**src/rtl/tmds_channel_decoder.sv**
```systemverilog
// TMDS receive channel: word alignment by control-token hunting plus
// 10b -> 8b / control decode for one HDMI data channel.
// Optional build macro TMDS_TERC4_EN adds TERC4 nibble detection
// (terc4 / terc4_vld ports); without it those ports and the matcher are absent.
//
// Handshake: vld is a qualifier only (no ready). When vld=1, de selects
// which of dout (de=1) or ctrl (de=0) carries the decoded word; the sink
// must accept every vld cycle.
module tmds_channel_decoder #(
  parameter int LOCK_COUNT    = 16,
  parameter int SLIP_TIMEOUT  = 4096,
  parameter int SETTLE_CYCLES = 8,
  parameter int LOSS_TIMEOUT  = 8192
) (
  input  logic       clk,
  input  logic       ext_reset,
  input  logic [9:0] din,
  output logic       bitslip,
  output logic       locked,
  output logic       vld,
  output logic [7:0] dout,
  output logic [1:0] ctrl,
  output logic       de
`ifdef TMDS_TERC4_EN
  ,
  output logic [3:0] terc4,
  output logic       terc4_vld
`endif
);

  localparam int MISS_MAX = (SLIP_TIMEOUT > LOSS_TIMEOUT) ? SLIP_TIMEOUT : LOSS_TIMEOUT;
  localparam int RW = $clog2(LOCK_COUNT + 1);
  localparam int MW = $clog2(MISS_MAX + 1);
  localparam int SW = $clog2(SETTLE_CYCLES + 1);

  localparam logic [RW-1:0] RUN_LIM    = RW'(LOCK_COUNT);
  localparam logic [MW-1:0] SLIP_LIM   = MW'(SLIP_TIMEOUT);
  localparam logic [MW-1:0] LOSS_LIM   = MW'(LOSS_TIMEOUT);
  localparam logic [MW-1:0] MISS_SAT   = MW'(MISS_MAX);
  localparam logic [SW-1:0] SETTLE_LIM = SW'(SETTLE_CYCLES);

  typedef enum logic [1:0] {
    SEARCH = 2'd0,
    SLIP   = 2'd1,
    SETTLE = 2'd2,
    LOCKED = 2'd3
  } state_t;

  state_t        state, state_nx;
  logic [9:0]    din_q;
  logic [RW-1:0] run_cnt, run_nx, run_inc;
  logic [MW-1:0] miss_cnt, miss_nx, miss_inc;
  logic [SW-1:0] settle_cnt, settle_nx;
  logic          is_ctrl;
  logic [1:0]    ctrl_val;
  logic [7:0]    d_word;
  logic [7:0]    q_word;
  logic          emit;

  // Input register: every decision below works on the registered word.
  always_ff @(posedge clk or negedge ext_reset) begin
    if (!ext_reset) din_q <= '0;
    else            din_q <= din;
  end

  // Control-token recognition on the registered word.
  always_comb begin
    is_ctrl  = 1'b1;
    ctrl_val = 2'b00;
    case (din_q)
      10'h354: ctrl_val = 2'b00;
      10'h0AB: ctrl_val = 2'b01;
      10'h154: ctrl_val = 2'b10;
      10'h2AB: ctrl_val = 2'b11;
      default: is_ctrl  = 1'b0;
    endcase
  end

  // Video data decode: undo the optional inversion, then the XOR/XNOR chain.
  always_comb begin
    d_word    = din_q[9] ? ~din_q[7:0] : din_q[7:0];
    q_word    = '0;
    q_word[0] = d_word[0];
    for (int i = 1; i < 8; i++) begin
      q_word[i] = din_q[8] ? (d_word[i] ^ d_word[i-1]) : ~(d_word[i] ^ d_word[i-1]);
    end
  end

  // Saturating increments; the counters never wrap.
  assign run_inc  = (run_cnt  == RUN_LIM)  ? run_cnt  : run_cnt  + RW'(1);
  assign miss_inc = (miss_cnt == MISS_SAT) ? miss_cnt : miss_cnt + MW'(1);

  // FSM and counter registers.
  always_ff @(posedge clk or negedge ext_reset) begin
    if (!ext_reset) begin
      state      <= SEARCH;
      run_cnt    <= '0;
      miss_cnt   <= '0;
      settle_cnt <= '0;
    end else begin
      state      <= state_nx;
      run_cnt    <= run_nx;
      miss_cnt   <= miss_nx;
      settle_cnt <= settle_nx;
    end
  end

  // Next-state logic: hunt for a token run, slip on timeout, drop lock on loss.
  always_comb begin
    state_nx  = state;
    run_nx    = run_cnt;
    miss_nx   = miss_cnt;
    settle_nx = settle_cnt;
    case (state)
      SEARCH: begin
        if (is_ctrl) begin
          run_nx  = run_inc;
          miss_nx = '0;
          if (run_inc == RUN_LIM) state_nx = LOCKED;
        end else begin
          run_nx  = '0;
          miss_nx = miss_inc;
          if (miss_inc == SLIP_LIM) state_nx = SLIP;
        end
      end
      SLIP: begin
        state_nx  = SETTLE;
        run_nx    = '0;
        miss_nx   = '0;
        settle_nx = '0;
      end
      SETTLE: begin
        run_nx    = '0;
        miss_nx   = '0;
        settle_nx = settle_cnt + SW'(1);
        if (settle_nx == SETTLE_LIM) begin
          state_nx  = SEARCH;
          settle_nx = '0;
        end
      end
      LOCKED: begin
        if (is_ctrl) begin
          miss_nx = '0;
        end else begin
          miss_nx = miss_inc;
          if (miss_inc == LOSS_LIM) begin
            state_nx = SEARCH;
            miss_nx  = '0;
            run_nx   = '0;
          end
        end
      end
      default: state_nx = SEARCH;
    endcase
  end

  // A word is emitted only if lock holds across this edge, so the word that
  // causes an unlock is discarded and vld falls together with locked.
  assign emit = (state == LOCKED) && (state_nx == LOCKED);

  // Registered outputs.
  always_ff @(posedge clk or negedge ext_reset) begin
    if (!ext_reset) begin
      bitslip <= 1'b0;
      locked  <= 1'b0;
      vld     <= 1'b0;
      de      <= 1'b0;
      dout    <= '0;
      ctrl    <= '0;
    end else begin
      bitslip <= (state_nx == SLIP);
      locked  <= (state_nx == LOCKED);
      vld     <= emit;
      if (emit) begin
        if (is_ctrl) begin
          de   <= 1'b0;
          ctrl <= ctrl_val;
          dout <= '0;
        end else begin
          de   <= 1'b1;
          dout <= q_word;
        end
      end else begin
        de   <= 1'b0;
        dout <= '0;
        ctrl <= '0;
      end
    end
  end

`ifdef TMDS_TERC4_EN
  logic       t4_hit;
  logic [3:0] t4_val;

  // TERC4 code match on the registered word.
  always_comb begin
    t4_hit = 1'b1;
    t4_val = 4'h0;
    case (din_q)
      10'b1010011100: t4_val = 4'h0;
      10'b1001100011: t4_val = 4'h1;
      10'b1011100100: t4_val = 4'h2;
      10'b1011100010: t4_val = 4'h3;
      10'b0101110001: t4_val = 4'h4;
      10'b0100011110: t4_val = 4'h5;
      10'b0110001110: t4_val = 4'h6;
      10'b0100111100: t4_val = 4'h7;
      10'b1011001100: t4_val = 4'h8;
      10'b0100111001: t4_val = 4'h9;
      10'b0110011100: t4_val = 4'hA;
      10'b1011000110: t4_val = 4'hB;
      10'b1010001110: t4_val = 4'hC;
      10'b1001110001: t4_val = 4'hD;
      10'b0101100011: t4_val = 4'hE;
      10'b1011000011: t4_val = 4'hF;
      default:        t4_hit = 1'b0;
    endcase
  end

  // TERC4 outputs share the decode timing and the lock qualification.
  always_ff @(posedge clk or negedge ext_reset) begin
    if (!ext_reset) begin
      terc4     <= '0;
      terc4_vld <= 1'b0;
    end else begin
      terc4_vld <= emit && t4_hit;
      terc4     <= (emit && t4_hit) ? t4_val : 4'h0;
    end
  end
`endif

endmodule

```
**config.mk**
```make
export PLATFORM = sky130hd
export DESIGN_NAME = tmds_channel_decoder
export DESIGN_NICKNAME = d
export VERILOG_FILES = /design/src/rtl/tmds_channel_decoder.sv
export SDC_FILE = /design/constraint.sdc
export NUM_CORES = 1
export LEC_CHECK = 0
export BUFFER_PORTS_ARGS = -buffer_cell sky130_fd_sc_hd__buf_2
export CORE_UTILIZATION = 50
export CTS_CLUSTER_DIAMETER = 50
export CTS_CLUSTER_SIZE = 40
export DETAILED_ROUTE_END_ITERATION = 16
export PLACE_DENSITY_LB_ADDON = 0.25
export SLEW_MARGIN = 40
export SYNTH_ARGS = -nofsm -noshare
export SYNTH_HDL_FRONTEND = slang
export SYNTH_SLANG_ARGS = --single-unit
```
**constraint.sdc**
```tcl
create_clock -name clk -period 2.57 [get_ports clk]
set_clock_uncertainty 0.05 [all_clocks]
set_input_delay 0.3855 -clock clk [delete_from_list [all_inputs] [get_ports clk]]
set_output_delay 0.3855 -clock clk [all_outputs]
set_load 0.005 [all_outputs]
```
# Yosys cells after proc, flatten, opt, wreduce, memory -nomap -nowiden
# Cells that the tools add are included.
[classes]
addsub = 3
n_eq_ne = 18
muxes = 35
bitwise_logic = 15
n_reduce_logical = 6
[ops]
columns = ["operator", "n"]
rows = [
  ["$mux W14", 4],
  ["$pmux W14 S3", 1],
  ["$eq A14 B14 Y1 const B", 2],
  ["$mux W8", 3],
  ["$eq A10 B10 Y1 const B", 2],
  ["$mux W5", 4],
  ["$mux W2", 8],
  ["$pmux W5 S3", 1],
  ["$add A14 B1 Y14 const B", 1],
  ["$eq A14 B13 Y1 const B", 1],
  ["$eq A10 B8 Y1 const B", 1],
  ["$eq A10 B9 Y1 const B", 1],
  ["$eq A5 B5 Y1 const B", 2],
  ["$mux W1", 10],
  ["$not A8 Y8", 1],
  ["$pmux W2 S4", 1],
  ["$pmux W4 S2", 1],
  ["$not A1 Y1", 7],
  ["$xor A1 B1 Y1", 7],
  ["$eq A2 B2 Y1 const B", 3],
  ["$ne A2 B2 Y1 const B", 3],
  ["$pmux W2 S3", 1],
  ["$add A5 B1 Y5 const B", 1],
  ["$add A4 B1 Y4 const B", 1],
  ["9 further kinds", 10],
]
[word_totals]
reg_bits = 49
in_bits = 12
output_inout_bits = 14
wordCells = 88

# Logic depth before layout (Yosys ltp)
# Gate-level depths: netlist (run 1).
[depth]
depth_word = 9
depth_mapped = 11

# Worst setup path after synthesis (run 1)
# OpenSTA, ideal clock, no wires.
[synth_path]
path_kind = "register -> register"
start = "reg miss_cnt[1]"
end = "reg dout[0]"
setup_ns = 0.101
arrival_time_ns = 2.279
required_time_ns = 2.419
slack_ns = 0.140
stages_incl_launch_ff = 9
path_cell_list = "dfrtp_1 ha_1 nand2_1 nor3_2 mux2i_1 o2111ai_4 o41ai_4 o41ai_2 nor4_1"
[synth_between]
elab_chain_cells = 9
elab_cells_between_ends = 13
classes_between = "add/sub: 1; eq/ne: 4; mux: 7; reduce/logical: 1"
[synth_lines]
columns = ["item", "line", "text"]
rows = [
  ["start, declared", "52", "logic [MW-1:0] miss_cnt, miss_nx, miss_inc;"],
  ["start signal, assigned", "103", "miss_cnt <= miss_nx;"],
  ["$add A14 B1 Y14 / $eq A14 B14 Y1 (equally long branches)", "91", "assign miss_inc = (miss_cnt == MISS_SAT) ? miss_cnt : miss_cnt + MW'(1);"],
  ["$mux W14 *", "91", ""],
  ["$eq A14 B14 Y1 / $eq A14 B13 Y1 (equally long branches)", "146, 123", ""],
  ["$mux W2, on equally long branches", "146, 123", ""],
  ["$mux W2, on equally long branches", "142, 116", ""],
  ["$pmux W2 S4 *", "114", "case (state)"],
  ["$eq A2 B2 Y1 *", "159", "assign emit = (state == LOCKED) && (state_nx == LOCKED);"],
  ["$logic_and A1 B1 Y1 *", "159", ""],
  ["$mux W8 *", "174", "if (emit) begin"],
  ["end signal, assigned", "181", "dout <= q_word;"],
  ["end, declared", "21", "output logic [7:0] dout,"],
]
# Mark *: on every way between the ends. The rest lies on a longest branch, timed or not.
# A chain may end at the register's enable or synchronous reset.

# Final worst setup path (run 1)
[layout_path]
start = "reg miss_cnt[1]"
end = "reg run_cnt[0]"
[layout_between]
elab_chain_cells = 5
elab_cells_between_ends = 6
classes_between = "add/sub: 1; eq/ne: 3; mux: 1; reduce/logical: 1"
[layout_lines]
columns = ["item", "line", "text"]
rows = [
  ["$add A14 B1 Y14 / $eq A14 B14 Y1 (equally long branches)", "91", ""],
  ["$mux W14 *", "91", ""],
  ["$eq A14 B14 Y1 *", "146", "if (miss_inc == LOSS_LIM) begin"],
  ["$ne A2 B2 Y1 (no source line) *", "n/a", ""],
  ["$reduce_and A2 Y1 (no source line) *", "n/a", ""],
  ["end signal, assigned", "102", "run_cnt <= run_nx;"],
  ["end, declared", "51", "logic [RW-1:0] run_cnt, run_nx, run_inc;"],
]
# Marked as above.

==> results of run 1 <==
metrics by stage:
step / util, % / setup slack (ns)
floorplan: - / 0.140
global placement: 58.9 / 0.0259
detailed placement: 58.9 / -0.0341
CTS: 61.6 / 0.00513
global route: 67.6 / -0.0954
finish: 67.6 / 0.0127
area by class of cell:
type	instances	area share (%)
well taps	70	2.49
clock inverters	3	0.818
repair buffers	66	12.4
inverters	16	1.71
multi-input cells	190	45.4
flip-flops and latches	49	35.2
clock buffers	5	1.96
sequential cells by signal, summed over array words and instances, names as in the netlist:
name	cells
miss_cnt	14
din_q	10
dout	8
run_cnt	5
settle_cnt	4
ctrl	2
state	2
bitslip	1
de	1
locked	1
vld	1
power by group through the flow:
stage,Combinational (W),Clock (W),Sequential [W]
after floorplan,0.000401,0,0.000893
after global placement,0.000475,0,0.000947
after detailed placement,0.000477,0,0.000952
after CTS,0.000492,0.000504,0.000939
after global routing,0.000723,0.000536,0.000948
final,0.000660,0.000491,0.000939
worst max-delay path, cell delays in order (launching register included):
cell       delay [ns]
dfrtp_2          0.45
inv_2            0.10
ha_4             0.13
nor3b_4          0.19
nand4_1          0.20
nor2_2           0.26
o2111ai_4        0.19
o31a_1           0.39
o21bai_2         0.23
mux2_2           0.26
how the worst min path moves through the flow:
stage | start | end | slack (ns) | cells after the start
global route | din[5] | din_q[5] | 0.10 | 1
global placement | ext_reset | run_cnt[1] | 0.32 | 1
detailed placement | ext_reset | run_cnt[0] | 0.32 | 1
CTS | din[7] | din_q[7] | 0.12 | 1
finish | din[4] | din_q[4] | 0.12 | 1
floorplan | ext_reset | bitslip | 0.04 | 0
cells by family after synthesis:
family	count (synthesis)	share of synthesized area (%)
AND/OR/NAND/NOR	101	20.7
buffers and inverters	30	5.25
multiplexers	5	1.94
flip-flops	49	44.3
XOR/XNOR	30	9.50
adder cells (fa/ha/maj)	14	6.33
AO/OA/AOI/OAI	40	12.0
layout by cell type, fill, tap and decap left out, types with 3 or more instances in the layout:
cell type | netlist | final
nand4_1 | 5 | 5
dfrtp_2 | 0 | 9
xnor2_1 | 27 | 26
xor2_1 | 3 | 3
inv_1 | 16 | 14
nand3_1 | 9 | 9
and3_1 | 5 | 3
buf_2 | 8 | 26
nor4_4 | 1 | 4
o21ai_0 | 9 | 9
nor2_1 | 22 | 21
nand2_1 | 19 | 17
nor4_1 | 9 | 4
nor4_2 | 1 | 3
buf_4 | 0 | 38
dfrtp_1 | 49 | 40
clkbuf_8 | 0 | 5
ha_1 | 14 | 11
nor3_1 | 9 | 7
routing by layer:
layer | wire (µm) | global-route usage [%] | vias up
met5 | 0 | 0 | -
met3 | 227 | 4.07 | 17
li1 | - | - | 1062
met1 | 2600 | 25.0 | 1059
met4 | 129 | 7.69 | 0
met2 | 3010 | 35.2 | 44
timing repair:
item	in CTS	in global routing
resized for setup	3	47
cloned	0	1
pin swaps	2	14
endpoints found under the hold margin	20	0
setup buffers	2	14
hold buffers	1	0
endpoints found under the setup margin	13	31
==> flow_summary.json, run 1 <==
{
  "status": "finished, final reports clean",
  "regArea_mm2": 0.00124,
  "ys_warn_count": 0,
  "cts_buffers": 5,
  "cts_buffer_depth": 2,
  "ant_nets": 0,
  "relSlewSlack_pct": 66.5,
  "grt_overflow": 0,
  "r2r-end": "run_cnt[0]",
  "root_buffer": "clkbuf_8",
  "port_buffers": 25,
  "rsz0062_at_grt": "true",
  "cp_max_fo": 5,
  "first_pass_iters": 4,
  "cts_tree": "done",
  "clock_latency_ns": 0.31,
  "hold_viol": 0,
  "fmax_mhz": 391,
  "gp_congestion": 0.820,
  "nFillCells": 386,
  "syn_inst": 269,
  "power_density_mw_per_mm2": 594,
  "fin_crit_sh_pct": 99.5,
  "grt_pass1_wl_um": 9540,
  "worst_pin_slew_ns": 0.499,
  "wire_per_inst_um": 14.9,
  "grt_use_total_pct": 20.4,
  "via_per_inst": 5.47,
  "power_w": 0.00209,
  "placed_area_mm2": 0.00307,
  "yosys-top-cells-count": "dfrtp_1, xnor2_1, nor2_1",
  "fin_crit_ns": 2.56,
  "syn_nets": 295,
  "synth_area_mm2": 0.00277,
  "comb_power_share_pct": 31.6,
  "dp_hpwl_um": 3940,
  "synth_edf_count": 0,
  "drc": 0,
  "worstSetupPathType": "register to register",
  "clock_power_share_pct": 23.5,
  "dieArea_mm2": 0.00583,
  "async_flop_share_pct": 100,
  "cp-endpoint": "run_cnt[0]",
  "drtIter0Drc": 74,
  "switchingPower_w": 0.000708,
  "grt_pass1_vias": 2119,
  "end_kind": "register",
  "reg2regPathDepth": 9,
  "initial_utilization_pct": 53.1,
  "cts_sinks": 49,
  "multi_input_area_mm2": 0.00160,
  "final_nets": 354,
  "grt_max_degree": 23,
  "p_int_w": 0.00138,
  "rrSetupSlack_ns": 0.01,
  "sw_frac_of_total_pct": 33.9,
  "clk_pin_slew_ns": 0.10,
  "irDropWorstVdd_v": 0.000390,
  "synth-seq-cells": 49,
  "synth_top_area_cell": "dfrtp_1",
  "io_pins": 26,
  "htreeDepth": 2,
  "setup_viol": 0,
  "drv_cap": 0,
  "finalInstanceArea_mm2": 0.00352,
  "wl_um": 5960,
  "crit_path_start": "miss_cnt[1]",
  "rows": 26,
  "yosys_most_used_dff": "dfrtp_1",
  "synth_sequential_area_ratio_pct": 44.3,
  "num_vias": 2182,
  "final_layout_size_suffix_gt1_share_pct": 38.6,
  "placed_cells": 373,
  "synth_cell_types": 61,
  "fp.coreArea_mm2": 0.00520,
  "critPathArrivalTime_ns": 2.71,
  "antenna_found_initial": 0,
  "synth_top_cells_by_area": "dfrtp_1, xnor2_1, ha_1, nor2_1, nand2_1",
  "yosysTopAreaCellShare_pct": 44.3,
  "leakagePower_nw": 1.58,
  "fp.dieH_um": 76.4,
  "reg2reg_from": "miss_cnt[1]",
  "critPathLaunchType": "register",
  "holdWs_ns": 0.121,
  "die_x_um": 76.4,
  "fin_cells": 399,
  "syn2layout_area_growth_pct": 27.2,
  "avgSynthCellArea_um2": 10.3,
  "seq_power_share_pct": 44.9,
  "antenna_cells": 0,
  "slew_viol_final": 0,
  "finalSetupTns_ns": 0,
  "hp-class": "primary input to register",
  "synth_most_common_cell": "dfrtp_1",
  "crit_required_ns": 2.72
}
Note: power is estimated with default switching activity, not from simulation.
==> inputs of run 2 (changes only) <==
--- a/config.mk
+++ b/config.mk
@@ -11,6 +11,7 @@
 export CTS_CLUSTER_SIZE = 40
 export DETAILED_ROUTE_END_ITERATION = 16
 export PLACE_DENSITY_LB_ADDON = 0.25
+export SETUP_SLACK_MARGIN = 0.1
 export SLEW_MARGIN = 40
 export SYNTH_ARGS = -nofsm -noshare
 export SYNTH_HDL_FRONTEND = slang
==> run 2 against run 1 <==
Sequential cell count is the same. Register-to-register slack gained 0.11 ns. First-iteration DRC count grew 86%. Via count grew 1.0%. Power shrank 2.1%. Die area is the same. Non-clock buffer count shrank 1. Sequential power grew 0.7%. Clock power is essentially flat. Critical path type unchanged. Wire length shrank 1.4%.
==> flow_summary.json, run 2 (synthesis gave the netlist of run 1 again) <==
{
  "status": "finished, final reports clean",
  "grt_use_total_pct": 20.9,
  "grt_pass1_wl_um": 9760,
  "cts_buffer_depth": 2,
  "rrSetupSlack_ns": 0.12,
  "fin_crit_sh_pct": 95.2,
  "gp_congestion": 0.820,
  "cp-endpoint": "run_cnt[0]",
  "port_buffers": 25,
  "drtIter0Drc": 138,
  "critPathArrivalTime_ns": 2.60,
  "end_kind": "register",
  "syn2layout_area_growth_pct": 27.0,
  "initial_utilization_pct": 53.1,
  "cts_sinks": 49,
  "crit_path_max_incr_delay_ns": 0.42,
  "htreeDepth": 2,
  "dp_hpwl_um": 3940,
  "hp-class": "primary input to register",
  "root_buffer": "clkbuf_8",
  "setup_viol": 0,
  "crit_required_ns": 2.72,
  "cts_tree": "done",
  "wl_um": 5880,
  "ant_nets": 0,
  "worstPathCellList": "ha_2, and3_4, o21ai_1, a211oi_2, o2111ai_4, o31a_1, o21bai_4, mux2_2",
  "critPathLaunchType": "register",
  "grt_busiest_layer": "met2",
  "finalInstanceArea_mm2": 0.00351,
  "grt_max_degree": 23,
  "dieArea_mm2": 0.00583,
  "worst_pin_slew_ns": 0.495,
  "cp_max_fo": 5,
  "final_common_cell": "dfrtp_1",
  "crit_path_start": "miss_cnt[1]",
  "fmax_mhz": 409,
  "met1_usage_pct": 25.6,
  "top_regs": "miss_cnt: 14 flops, din_q: 10 flops, dout: 8 flops",
  "placed_cells": 373,
  "drv_cap": 0,
  "num_vias": 2204,
  "antenna_found_initial": 0,
  "r2r-end": "run_cnt[0]",
  "final_cell_mix": "dfrtp_1, buf_4, xnor2_1",
  "cts_buffers": 5,
  "leakagePower_nw": 1.56,
  "grt_pass1_vias": 2169,
  "grtUsageMet3_pct": 4.19,
  "io_pins": 26,
  "fp.dieH_um": 76.4,
  "wire_per_inst_um": 14.8,
  "grt_overflow": 0,
  "fin_cells": 398,
  "largest_reg_flops": 14,
  "final_layout_size_suffix_gt1_share_pct": 38.4,
  "fin_crit_ns": 2.45,
  "fp.coreArea_mm2": 0.00520,
  "antenna_cells": 0,
  "irDropWorstVdd_v": 0.000368,
  "placed_area_mm2": 0.00307,
  "largest-register": "miss_cnt",
  "worstSetupPathType": "register to register",
  "final_nets": 353,
  "die_x_um": 76.4,
  "slew_viol_final": 0,
  "nFillCells": 384,
  "via_per_inst": 5.54,
  "use_met2_pct": 36.0,
  "rows": 26,
  "rsz0062_at_grt": "true",
  "slowest_stage": "dfrtp_1",
  "relSlewSlack_pct": 66.7,
  "finalSetupTns_ns": 0,
  "crit_family": "compound AO/OA/AOI/OAI gates",
  "power_density_mw_per_mm2": 583,
  "final_util_pct": 67.5,
  "path_buf_inv": 0,
  "hold_viol": 0,
  "reg2reg_from": "miss_cnt[1]",
  "drc": 0,
  "clock_latency_ns": 0.31,
  "clk_pin_slew_ns": 0.10,
  "reg2regPathDepth": 8,
  "first_pass_iters": 4,
  "cp.depth": 8
}
-- run 2: changes by cell type in the layout (fill, tap and decap cells not counted), sizes merged --
cell  previous run  this run
buf             65        64
-- run 2: area by class of cell --
cell class | count | area [µm²] | area share [%]
repair buffers | 65 | 435 | 12.4
clock inverters | 3 | 28.8 | 0.819
well taps | 70 | 87.6 | 2.49
inverters | 16 | 60.1 | 1.71
clock buffers | 5 | 68.8 | 1.96
multi-input cells | 190 | 1600 | 45.4
flip-flops and latches | 49 | 1240 | 35.2
-- run 2: stage by stage --
step	total power, W	setup WS [ns]	hold slack [ns]
2_1_floorplan	0.00129	0.140	0.0399
3_3_place_gp	0.00142	0.0259	0.316
3_5_place_dp	0.00143	-0.0341	0.324
4_1_cts	0.00199	0.0904	0.118
5_1_grt	0.00217	-0.0315	0.105
6_report	0.00205	0.123	0.126
-- run 2: how the worst min path moves through the flow --
| stage | cells past startpoint | from | slack (ns) | endpoint |
|---|---|---|---|---|
| final | 1 | din[4] | 0.13 | din_q[4] |
| after global routing | 1 | din[5] | 0.10 | din_q[5] |
| after CTS | 1 | din[7] | 0.12 | din_q[7] |
| after detailed placement | 1 | ext_reset | 0.32 | run_cnt[0] |
| after global placement | 1 | ext_reset | 0.32 | run_cnt[1] |
| after floorplan | 0 | ext_reset | 0.04 | bitslip |
-- run 2: report_power, final --
part,switching [W],leakage [nW],internal (W)
Sequential,0.000103,0.636,0.000843
Clock,0.000286,0.0506,0.000204
Combinational,0.000298,0.876,0.000313
-- run 2: repair_timing --
| item | 4_1_cts | 5_1_grt |
|---|---|---|
| gates resized for setup | 17 | 36 |
| buffers inserted | 9 | 6 |
| gates cloned | 0 | 1 |
| setup endpoints to repair | 29 | 33 |
| pin swaps | 8 | 11 |
| hold buffers | 1 | 0 |
| hold endpoints to repair | 20 | 0 |
-- run 2: metal layers --
layer | share of wire [%] | vias to the layer above
met5 | 0 | -
met4 | 1.9 | 0
met3 | 3.4 | 13
met2 | 50 | 43
met1 | 44 | 1084
li1 | - | 1064
==> inputs of run 3 (changes only) <==
==> constraint.sdc (replaced) <==
create_clock -name clk -period 3.06 [get_ports clk]
set_clock_uncertainty 0.05 [all_clocks]
set_input_delay 0.459 -clock clk [delete_from_list [all_inputs] [get_ports clk]]
set_output_delay 0.459 -clock clk [all_outputs]
set_load 0.005 [all_outputs]
==> run 3 against run 2 <==
First-iteration DRC count decreased by 17%. Via count fell by 8.9%. Maximum frequency down 10%. Worst hold slack lost 0.018 ns. Sequential power fell by 15%. Setup slack better by 0.21 ns. Non-clock buffer count is 36 lower. Critical endpoint is now dout[3]. Largest cell class unchanged.
==> flow_summary.json, run 3 (synthesis gave the netlist of run 1 again) <==
{
  "largest-register": "miss_cnt",
  "finalSetupTns_ns": 0,
  "top_regs": "miss_cnt: 14 flops, din_q: 10 flops, dout: 8 flops",
  "crit_path_max_incr_delay_ns": 0.46,
  "grt_pass1_vias": 2084,
  "drc": 0,
  "regArea_mm2": 0.00123,
  "dieArea_mm2": 0.00583,
  "final_cell_mix": "dfrtp_1, xnor2_1, buf_2",
  "final_common_cell": "dfrtp_1",
  "grt_pass1_wl_um": 9180,
  "relSlewSlack_pct": 51.4,
  "r2r-end": "dout[3]",
  "fin_crit_sh_pct": 89.0,
  "antenna_found_initial": 0,
  "power_density_mw_per_mm2": 533,
  "drv_cap": 0,
  "final_layout_size_suffix_gt1_share_pct": 18.8,
  "setup_viol": 0,
  "cp_max_fo": 11,
  "hp-class": "primary input to asynchronous set/reset pin",
  "grt_overflow": 0,
  "crit_required_ns": 3.21,
  "antenna_cells": 0,
  "first_pass_iters": 4,
  "gp_congestion": 0.813,
  "worstPathCellList": "ha_1, nand2_1, nor3_4, mux2i_1, o2111ai_4, o41ai_4, o41ai_2, buf_4, nor4_1",
  "reg2regPathDepth": 9,
  "cts_tree": "done",
  "fp.coreArea_mm2": 0.00520,
  "rrSetupSlack_ns": 0.34,
  "worst_pin_slew_ns": 0.720,
  "wl_um": 5000,
  "htreeDepth": 2,
  "worstSetupPathType": "register to register",
  "pre_cts_slack_ns": 0.223,
  "die_x_um": 76.4,
  "root_buffer": "clkbuf_8",
  "final_nets": 317,
  "grt_max_degree": 50,
  "hold_viol": 0,
  "setup_ws_ns": 0.338,
  "port_buffers": 25,
  "io_pins": 26,
  "rsz0062_at_grt": "false",
  "drtIter0Drc": 114,
  "leakagePower_nw": 1.38,
  "dp_hpwl_um": 3610,
  "wire_per_inst_um": 13.8,
  "end_kind": "register",
  "irDropWorstVdd_v": 0.000317,
  "via_per_inst": 5.54,
  "critPathLaunchType": "register",
  "cts_setup_buffers": 0,
  "cts_buffers": 5,
  "status": "finished, final reports clean",
  "num_vias": 2007,
  "multi_input_area_mm2": 0.00140,
  "syn2layout_area_growth_pct": 10.3,
  "ant_nets": 0,
  "fp.dieH_um": 76.4,
  "cts_hold_buf": 0,
  "reg2reg_from": "miss_cnt[0]",
  "clock_latency_ns": 0.30,
  "cts_buffer_depth": 2,
  "slew_viol_final": 0,
  "rows": 26,
  "nFillCells": 438,
  "slowest_stage": "dfrtp_2",
  "cts_sinks": 49,
  "critPathArrivalTime_ns": 2.87,
  "largest_reg_flops": 14,
  "fmax_mhz": 367,
  "clk_pin_slew_ns": 0.10,
  "fin_crit_ns": 2.72,
  "grt_use_total_pct": 19.4,
  "initial_utilization_pct": 53.1
}
==> run 3: changes by cell type in the layout (fill, tap and decap cells not counted), moves of 3 or more <==
| cell | delta |
|---|---|
| nor3_2 | -3 |
| nor3b_2 | -3 |
| dfrtp_1 | +6 |
| nor4_1 | +6 |
| nor3b_1 | +3 |
| o21ai_0 | +3 |
| dfrtp_2 | -6 |
| nor4_2 | -4 |
| buf_4 | -32 |
==> run 3: report_power, final <==
part | internal [W] | switching [W]
registers | 0.000701 | 0.000105
logic | 0.000162 | 0.000179
clock network | 0.000249 | 0.000228
==> run 3: layout make-up <==
type	instances	area share, %
inverter	16	1.97
sequential	49	40.3
clock inverter	3	1.56
timing repair buffer	29	5.17
tap	70	2.87
clock buffer	5	2.26
multi-input combinational	190	45.9
==> run 3: metal layers <==
layer  GRT usage (%)  share of wire [%]  up-vias  wire [µm]
met4            7.69                2.0        0        102
met1            23.9                 44      966       2220
li1                -                  -      990          -
met2            33.8                 50       41       2520
met3            3.35                3.1       10        157
met5               0                  0        -          0
==> run 3: worst max path at each step <==
stage | cells past startpoint | from | endpoint
2_1_floorplan | 8 | miss_cnt[1] | dout[0]
4_1_cts | 9 | miss_cnt[0] | dout[3]
6_report | 9 | miss_cnt[0] | dout[3]
3_3_place_gp | 9 | miss_cnt[0] | dout[4]
3_5_place_dp | 9 | miss_cnt[0] | dout[3]
5_1_grt | 9 | miss_cnt[0] | dout[2]
==> run 3: repair_timing <==
item                                    in CTS  in global routing
gates resized for setup                      0                  3
endpoints found under the hold margin        0                  0
endpoints found under the setup margin       0                 14
==> run 3: worst max-delay path, delay by kind of cell, from the launching register on <==
kind                     cells  cell delay [ns]
AO/OA/AOI/OAI                3             0.72
AND/OR/NAND/NOR              3             0.68
flip-flops                   1             0.46
multiplexers                 1             0.29
adder cells (fa/ha/maj)      1             0.22
buffers and inverters        1             0.18
==> run 3: per-stage QoR <==
stage	power (W)	utilization, %	hold slack, ns	instances	instance area, µm²
floorplan	0.00109	-	0.113	269	2770
global placement	0.00115	56.2	0.483	354	2920
detailed placement	0.00116	56.2	0.467	354	2930
CTS	0.00164	58.5	0.132	362	3040
global route	0.00173	58.6	0.158	362	3050
finish	0.00163	58.6	0.108	362	3050
